### config.mk
export PLATFORM = sky130hd
export DESIGN_NAME = mix_columns_seq
export DESIGN_NICKNAME = d
export VERILOG_FILES = /design/src/rtl/aes_pkg.sv /design/src/rtl/mix_single_column.sv /design/src/rtl/mix_columns_seq.sv
export SDC_FILE = /design/constraint.sdc
export NUM_CORES = 1
export LEC_CHECK = 0
export CORE_MARGIN = 4
export CORE_UTILIZATION = 31
export CTS_CLUSTER_SIZE = 14
export DETAILED_ROUTE_END_ITERATION = 10
export GPL_ROUTABILITY_DRIVEN = 1
export PLACE_DENSITY = 0.6
export SYNTH_ARGS = -nofsm -noshare
export SYNTH_HDL_FRONTEND = slang
export SYNTH_HIERARCHICAL = 1
export SYNTH_SLANG_ARGS = --single-unit
### constraint.sdc
create_clock -name clk -period 8.8 [get_ports clk]
set_input_delay 1.76 -clock clk [delete_from_list [all_inputs] [get_ports clk]]
set_output_delay 1.76 -clock clk [all_outputs]
set_load 0.02 [all_outputs]
### src/rtl/aes_pkg.sv
// Shared AES types, constants and GF(2^8) helpers.
// Used by the MixColumns datapath modules.
package aes_pkg;

    localparam logic [7:0] AES_POLY = 8'h1B;
    localparam int         NUM_COLS = 4;

    // Byte and column use ascending bit order: bit 0 is the MSB.
    typedef logic [0:7]  byte_t;
    typedef logic [0:31] column_t;

    typedef enum logic [1:0] {
        IDLE,
        BUSY,
        DONE
    } state_t;

    function automatic byte_t xtime(input byte_t b);
        byte_t sh;
        sh = {b[1:7], 1'b0};
        return sh ^ (b[0] ? AES_POLY : 8'h00);
    endfunction

    // Constant multiply. c is one of 1, 2, 3, 9, b, d, e.
    function automatic byte_t gf_mul(input byte_t b, input logic [3:0] c);
        byte_t x2;
        byte_t x4;
        byte_t x8;
        x2 = xtime(b);
        x4 = xtime(x2);
        x8 = xtime(x4);
        return (c[0] ? b  : 8'h00) ^
               (c[1] ? x2 : 8'h00) ^
               (c[2] ? x4 : 8'h00) ^
               (c[3] ? x8 : 8'h00);
    endfunction

endpackage

### src/rtl/mix_single_column.sv
// Combinational (Inv)MixColumns on one 32-bit column.
// Ports: col_in (row 0 in bits 0:7), inverse, col_out.
module mix_single_column (
    input  logic [0:31] col_in,
    input  logic        inverse,
    output logic [0:31] col_out
);
    import aes_pkg::*;

    byte_t a0, a1, a2, a3;
    logic [3:0] k0, k1, k2, k3;

    assign a0 = col_in[0:7];
    assign a1 = col_in[8:15];
    assign a2 = col_in[16:23];
    assign a3 = col_in[24:31];

    // First row of the circulant matrix; later rows rotate it right.
    assign k0 = inverse ? 4'hE : 4'h2;
    assign k1 = inverse ? 4'hB : 4'h3;
    assign k2 = inverse ? 4'hD : 4'h1;
    assign k3 = inverse ? 4'h9 : 4'h1;

    assign col_out[0:7]   = gf_mul(a0, k0) ^ gf_mul(a1, k1)
                          ^ gf_mul(a2, k2) ^ gf_mul(a3, k3);
    assign col_out[8:15]  = gf_mul(a0, k3) ^ gf_mul(a1, k0)
                          ^ gf_mul(a2, k1) ^ gf_mul(a3, k2);
    assign col_out[16:23] = gf_mul(a0, k2) ^ gf_mul(a1, k3)
                          ^ gf_mul(a2, k0) ^ gf_mul(a3, k1);
    assign col_out[24:31] = gf_mul(a0, k1) ^ gf_mul(a1, k2)
                          ^ gf_mul(a2, k3) ^ gf_mul(a3, k0);

endmodule

### src/rtl/mix_columns_seq.sv
// Sequential (Inv)MixColumns: one column per clock, valid/ready both sides.
// Ports: clk, rst, in_valid/in_ready/inverse/inp_matrix, out_valid/out_ready/mixed_matrix.
module mix_columns_seq #(
    parameter int NUM_COLS = 4
) (
    input  logic         clk,
    input  logic         rst,
    input  logic         in_valid,
    output logic         in_ready,
    input  logic         inverse,
    input  logic [0:127] inp_matrix,
    output logic         out_valid,
    input  logic         out_ready,
    output logic [0:127] mixed_matrix
);
    import aes_pkg::*;

    localparam logic [1:0] LAST_COL = 2'(NUM_COLS - 1);

    state_t       state;
    logic [1:0]   col_cnt;
    logic         mode;
    logic [0:127] work;
    column_t      col_in;
    column_t      col_out;

    assign col_in = work[{col_cnt, 5'b0} +: 32];

    mix_single_column u_col (
        .col_in  (col_in),
        .inverse (mode),
        .col_out (col_out)
    );

    always_ff @(posedge clk) begin
        if (rst) begin
            state        <= IDLE;
            col_cnt      <= '0;
            mode         <= 1'b0;
            work         <= '0;
            mixed_matrix <= '0;
            out_valid    <= 1'b0;
            in_ready     <= 1'b1;
        end else begin
            case (state)
                IDLE: begin
                    if (in_valid) begin
                        work     <= inp_matrix;
                        mode     <= inverse;
                        col_cnt  <= '0;
                        in_ready <= 1'b0;
                        state    <= BUSY;
                    end
                end
                BUSY: begin
                    mixed_matrix[{col_cnt, 5'b0} +: 32] <= col_out;
                    if (col_cnt == LAST_COL) begin
                        col_cnt   <= '0;
                        out_valid <= 1'b1;
                        state     <= DONE;
                    end else begin
                        col_cnt <= col_cnt + 2'd1;
                    end
                end
                DONE: begin
                    if (out_ready) begin
                        out_valid <= 1'b0;
                        in_ready  <= 1'b1;
                        state     <= IDLE;
                    end
                end
                default: state <= IDLE;
            endcase
        end
    end

endmodule

==> results of run 1 <==
-- per-stage QoR --
step | total power, mW | hold WS [ns] | std cells | util (%) | cell area [um2]
after floorplan | 1.94 | 0.433 | 1406 | - | 12200
after global placement | 2.28 | 0.439 | 2081 | 38.8 | 15100
after detailed placement | 2.29 | 0.443 | 2081 | 38.8 | 15100
after CTS | 3.61 | 0.451 | 2136 | 41.5 | 16100
after global routing | 3.73 | 0.470 | 2136 | 41.5 | 16100
final | 3.58 | 0.448 | 2137 | 41.5 | 16100
-- flip-flops by register name, summed over array words and instances (netlist names) --
name,cells
mixed_matrix,128
work,128
col_cnt,2
state,2
in_ready,1
mode,1
out_valid,1
-- where the power goes --
group | switching [mW] | internal [mW]
Sequential | 0.0394 | 1.25
Combinational | 0.574 | 0.400
Clock | 0.503 | 0.812
-- kinds of logic (layout without fill, tap and decap cells) --
logic type	after synthesis	count (layout)	synth area share, %
AND/OR/NAND/NOR	509	509	17.4
AO/OA/AOI/OAI	268	268	12.1
buffers and inverters	125	337	4.82
other	0	1	0
multiplexers	32	32	5.90
flip-flops	263	263	43.1
adder cells (fa/ha/maj)	4	4	0.410
XOR/XNOR	205	205	16.3
-- routing by layer --
layer / vias up / routed length, um / GRT usage, %
met5: - / 34 / 0
met4: 4 / 981 / 4.33
met3: 68 / 3110 / 3.69
met2: 403 / 18400 / 29.0
met1: 4872 / 18500 / 26.2
li1: 5056 / - / -
-- worst max path at each step --
stage / to / slack (ns) / cells past startpoint
detailed placement: work[80] / 4.47 / 5
CTS: mixed_matrix[89] / 4.54 / 10
finish: mixed_matrix[75] / 4.58 / 10
floorplan: mixed_matrix[99] / 5.36 / 11
global route: mixed_matrix[74] / 4.32 / 10
global placement: work[80] / 4.49 / 5
-- synthesized netlist by cell type --
| library cell | count | area (um2) |
|---|---|---|
| xnor2_1 | 152 | 1330 |
| xor3_2 | 1 | 25.0 |
| buf_2 | 53 | 265 |
| nand2b_1 | 5 | 31.3 |
| nor3b_2 | 1 | 12.5 |
| a21boi_0 | 1 | 7.51 |
| nand2_1 | 383 | 1440 |
| or3b_2 | 1 | 8.76 |
| nor4b_4 | 1 | 23.8 |
| xnor3_1 | 8 | 180 |
| o21ai_0 | 1 | 5.00 |
| and2b_1 | 1 | 7.51 |
| buf_1 | 1 | 3.75 |
| and3b_1 | 3 | 26.3 |
| buf_4 | 10 | 75.1 |
| a2bb2oi_1 | 1 | 8.76 |
| nor2_1 | 10 | 37.5 |
| inv_1 | 2 | 7.51 |
| a22o_1 | 32 | 280 |
| xor3_1 | 2 | 47.6 |
| a21oi_1 | 228 | 1140 |
| mux4_2 | 32 | 721 |
| nand3_1 | 96 | 480 |
| o21bai_1 | 1 | 7.51 |
| nand3b_1 | 3 | 22.5 |
| xor2_2 | 2 | 32.5 |
| clkbuf_1 | 57 | 214 |
| nor2b_1 | 4 | 25.0 |
| dfxtp_1 | 263 | 5270 |
| buf_6 | 2 | 22.5 |
| nand2_2 | 1 | 6.26 |
| a22oi_1 | 4 | 30.0 |
| xnor2_2 | 3 | 48.8 |
| xor2_1 | 37 | 324 |
| ha_1 | 4 | 50.1 |
-- area by class of cell --
cell class	instances	area, um2
inverter	2	7.51
antenna	1	2.50
tap	518	648
fill	3861	22700
sequential	263	5270
timing repair buffer	280	2760
clock inverter	9	128
clock buffer	46	932
multi-input combinational	1018	6380
-- worst reg2reg max path, stage by stage (launching register included) --
cell and delay (ns):
dfxtp_2 0.41, buf_4 0.57, mux4_2 0.73, xnor2_1 0.44, xnor2_1 0.27, xnor3_1 0.47, xnor2_1 0.17, nand2_1 0.11
xnor2_1 0.66, nand3_1 0.15, a21oi_1 0.18
==> flow_metrics.tcl, run 1 <==
set metrics [dict create \
    worst_pin_slew_ns 1.05 \
    grt.overflow.total 0 \
    max_cap_violations 0 \
    drive_gt1_share_pct 7.23 \
    fin_crit_ns 4.22 \
    worstReg2RegStart "col_cnt[0]" \
    postCtsResizedCells 0 \
    max-slew-margin-rel_pct 29.9 \
    max_stage_delay_ns 0.71 \
    critPathSlowestCell "mux4_2" \
    cts_sinks 263 \
    power_density_nw_per_um2 222 \
    max_clock_freq_mhz 237 \
    cts_tree "done" \
    place_ws_ns 4.47 \
    die_w_um 206 \
    ys_seq_elements 263 \
    grt_pass1_vias 10000 \
    worstPathRequired_ns 9.27 \
    setup_viol 0 \
    reg2reg_depth 10 \
    worst_slack_ns 4.58 \
    nets 1732 \
    num_vias 10400 \
    syn2layout_area_growth_pct 32.1 \
    grt_pass1_wl_um 61100 \
    outcome "completed" \
    cp.arrival_ns 4.69 \
    holdCritPathClass "flip-flop to flip-flop" \
    end_kind "flip-flop" \
    root_buffer "clkbuf_16" \
    hold_viol_final 0 \
    final_common_cell "nand2_1" \
    start_kind "flip-flop" \
    min_from "mixed_matrix[81]" \
    syn_nets 1543 \
    firstDrtPassIters 6 \
    initial_core_util_pct 31.5 \
    cts_buffers 30 \
    post_cts_buffers 0 \
    ant_nets 0 \
    syn_area_um2 12200 \
    yosys_warnings 6 \
    coreArea_um2 38800 \
    rows 72 \
    remaining_drc_errors 0 \
    die_h_um 206 \
    rr_endpoint "mixed_matrix[75]" \
    grtUsageTotal_pct 18.5 \
    p_leak_nw 5.59 \
    clock_latency_ns 0.55 \
    ir_drop_v 0.000161 \
    final_min_period_over_clock_period_pct 47.9 \
    rsz0062_at_grt "no" \
    wl_per_cell_um 19.2 \
    ctsHtreeMaxLevel 1 \
    hold_end "mixed_matrix[81]" \
    crit_buf_inv 1 \
    gp_congestion 0.882 \
    synthCells 1406 \
    slew_viol_final 0 \
    yosysSeqAreaShare_pct 43.1 \
    num_io_pins 263 \
    crit_top_cell "xnor2_1" \
    cp-startpoint "col_cnt[0]" \
    grt_max_degree 97 \
    io_buffers 262 \
    crit_family "XOR/XNOR gates" \
    finalSetupTns_ns 0 \
    fin_skew_ns 0.00977 \
    dr.first_iter.drc_count 709 \
    clock_path_buffers 3 \
    antenna_found_initial 2 \
    dp_hpwl_um 30000 \
    cts.clk_slew.worst_paths_ns 0.06 \
    avgSynthCellArea_um2 8.69 \
    critPathMaxFanout 35 \
    routed_wl_um 41100 \
    mostFrequentLayoutCells "383 x nand2_1, 261 x dfxtp_1, 261 x clkdlybuf4s50_1" \
    r2r_setup_slack_ns 4.58 \
    hold_buffers 0 \
    die_area_um2 42600 \
    hold_depth 2 \
    yosys.cell_types.count 35 \
    crit_chain "buf_4 > mux4_2 > xnor2_1 > xnor2_1 > xnor3_1 > xnor2_1 > nand2_1 > xnor2_1 > nand3_1 > a21oi_1" \
    routed_via_density 4.87 \
    critical_path_class "flip-flop to flip-flop" \
]
No activity file was read; power rests on OpenSTA's default activity.
==> run 2: changes to the inputs <==
Clock period 8.8 ns to 4.2 ns, I/O delays scaled along.
==> run 2 against run 1 <==
Combinational power increased by 130%. Sequential power increased by 110%. Count of clock-buffer cells in the layout decreased by 5. Register-to-register slack got worse by 4.2 ns. Critical path depth unchanged. Critical path type unchanged. Largest power group is now sequential cells. Largest cell class unchanged. Worst setup slack got worse by 4.2 ns. Worst hold slack about the same. Wire length decreased by 0.20%.
==> flow_metrics.tcl, run 2 (synthesis gave the netlist of run 1 again) <==
set metrics [dict create \
    outcome "completed" \
    remaining_drc_errors 0 \
    start_kind "flip-flop" \
    p_leak_nw 5.67 \
    reg2reg_depth 10 \
    hold_viol_final 0 \
    cp-startpoint "col_cnt[0]" \
    holdCritPathClass "flip-flop to flip-flop" \
    firstDrtPassIters 5 \
    cp_num_cells 10 \
    num_vias 10400 \
    end_kind "flip-flop" \
    initial_core_util_pct 31.5 \
    final_min_period_over_clock_period_pct 91.3 \
    routed_wl_um 41000 \
    rows 72 \
    stdcell_area_um2 16300 \
    mostFrequentLayoutCells "383 x nand2_1, 261 x dfxtp_1, 261 x clkdlybuf4s50_1" \
    cp.arrival_ns 4.31 \
    dp_hpwl_um 29400 \
    grt_max_degree 130 \
    cts_buffers 29 \
    critPathSlowestCell "mux4_2" \
    cts_sinks 263 \
    die_area_um2 42600 \
    ir_drop_v 0.000239 \
    endpoint "mixed_matrix[33]" \
    worst_pin_slew_ns 0.957 \
    seqCellArea_um2 5270 \
    crit_chain "buf_12 > mux4_2 > xnor2_1 > xnor2_1 > xnor2_1 > xnor2_1 > nand2_1 > xnor2_1 > nand3_1 > a21oi_1" \
    grt_pass1_wl_um 61000 \
    hold_buffers 0 \
    io_buffers 262 \
    syn2layout_area_growth_pct 33.2 \
    grt.overflow.total 0 \
    ant_nets 0 \
    r2r_setup_slack_ns 0.37 \
    die_w_um 206 \
    reg.largest.list "mixed_matrix: 128 flops, work: 128 flops" \
    grt_pass1_vias 10100 \
    worstReg2RegStart "col_cnt[0]" \
    crit_buf_inv 1 \
    max_clock_freq_mhz 261 \
    grtUsageTotal_pct 18.3 \
    finalSetupTns_ns 0 \
    crit_family "XOR/XNOR gates" \
    cts.clk_slew.worst_paths_ns 0.06 \
    fin_skew_ns 0.0130 \
    final_util_pct 41.9 \
    wl_per_cell_um 19.0 \
    max-slew-margin-rel_pct 36.0 \
    antenna_found_initial 1 \
    die_h_um 206 \
    max_stage_delay_ns 0.66 \
    fin_crit_ns 3.83 \
    coreArea_um2 38800 \
    root_buffer "clkbuf_16" \
    crit_top_cell "xnor2_1" \
    postCtsResizedCells 0 \
    gp_congestion 0.839 \
    final_common_cell "nand2_1" \
    worstPathRequired_ns 4.67 \
    clock_latency_ns 0.55 \
    cts_tree "done" \
    ctsHtreeMaxLevel 1 \
    rsz0062_at_grt "no" \
    num_io_pins 263 \
    slew_viol_final 0 \
    nets 1754 \
    dr.first_iter.drc_count 694 \
    drive_gt1_share_pct 8.20 \
    place_area_um2 15300 \
    power_density_nw_per_um2 461 \
    post_cts_buffers 0 \
    critical_path_class "flip-flop to flip-flop" \
    fill_cells 3881 \
    clock_path_buffers 3 \
    max_cap_violations 0 \
    rr_endpoint "mixed_matrix[33]" \
    setup_viol 0 \
    routed_via_density 4.82 \
    multi_input_area_um2 6390 \
    n_antenna_cell 0 \
    critPathMaxFanout 16 \
]
==> run 2: worst min-delay path: stages (launching register included) <==
cell and delay [ns]:
dfxtp_1 0.31, nand2_1 0.05, a21oi_1 0.05
==> run 2: power breakdown <==
part           leakage [nW]  internal, mW  switching [mW]
sequential             2.14          2.62          0.0803
combinational          3.06         0.963            1.23
clock                 0.474          1.58            1.02
total                  5.67          5.16            2.34
==> run 2: routing by layer <==
| metal | global-route usage [%] | part of all wire (%) | routed length, um | vias up |
|---|---|---|---|---|
| met5 | 0 | 0.032 | 13 | - |
| met4 | 3.40 | 1.4 | 577 | 2 |
| met3 | 3.44 | 7.1 | 2910 | 40 |
| met2 | 29.8 | 46 | 18900 | 337 |
| met1 | 25.6 | 45 | 18600 | 4909 |
| li1 | - | - | - | 5087 |
==> run 2: per-stage QoR <==
step           hold slack [ns]  setup slack (ns)  cells  total power, mW
6_report                 0.448             0.365   2152             7.49
2_1_floorplan            0.433             0.765   1406             4.07
3_5_place_dp             0.443             0.362   2104             4.96
3_3_place_gp             0.439             0.401   2104             4.95
5_1_grt                  0.468             0.134   2152             7.81
4_1_cts                  0.451             0.327   2152             7.58
==> run 2: how the worst min path moves through the flow <==
stage | to | slack, ns | startpoint | cells after the start
3_5_place_dp | mixed_matrix[33] | 0.44 | mixed_matrix[33] | 2
3_3_place_gp | work[18] | 0.44 | work[18] | 2
5_1_grt | work[90] | 0.47 | work[90] | 2
6_report | mixed_matrix[33] | 0.45 | mixed_matrix[33] | 2
2_1_floorplan | work[32] | 0.43 | work[32] | 2
4_1_cts | mixed_matrix[33] | 0.45 | mixed_matrix[33] | 2
==> run 2: layout make-up <==
class                           instances  area share (%)
Inverter                                2          0.0462
Multi-Input combinational cell       1018            39.3
Tap cell                              518            3.99
Timing Repair Buffer                  303            18.3
Sequential cell                       263            32.4
Clock buffer                           41            5.23
Clock inverter                          7           0.716
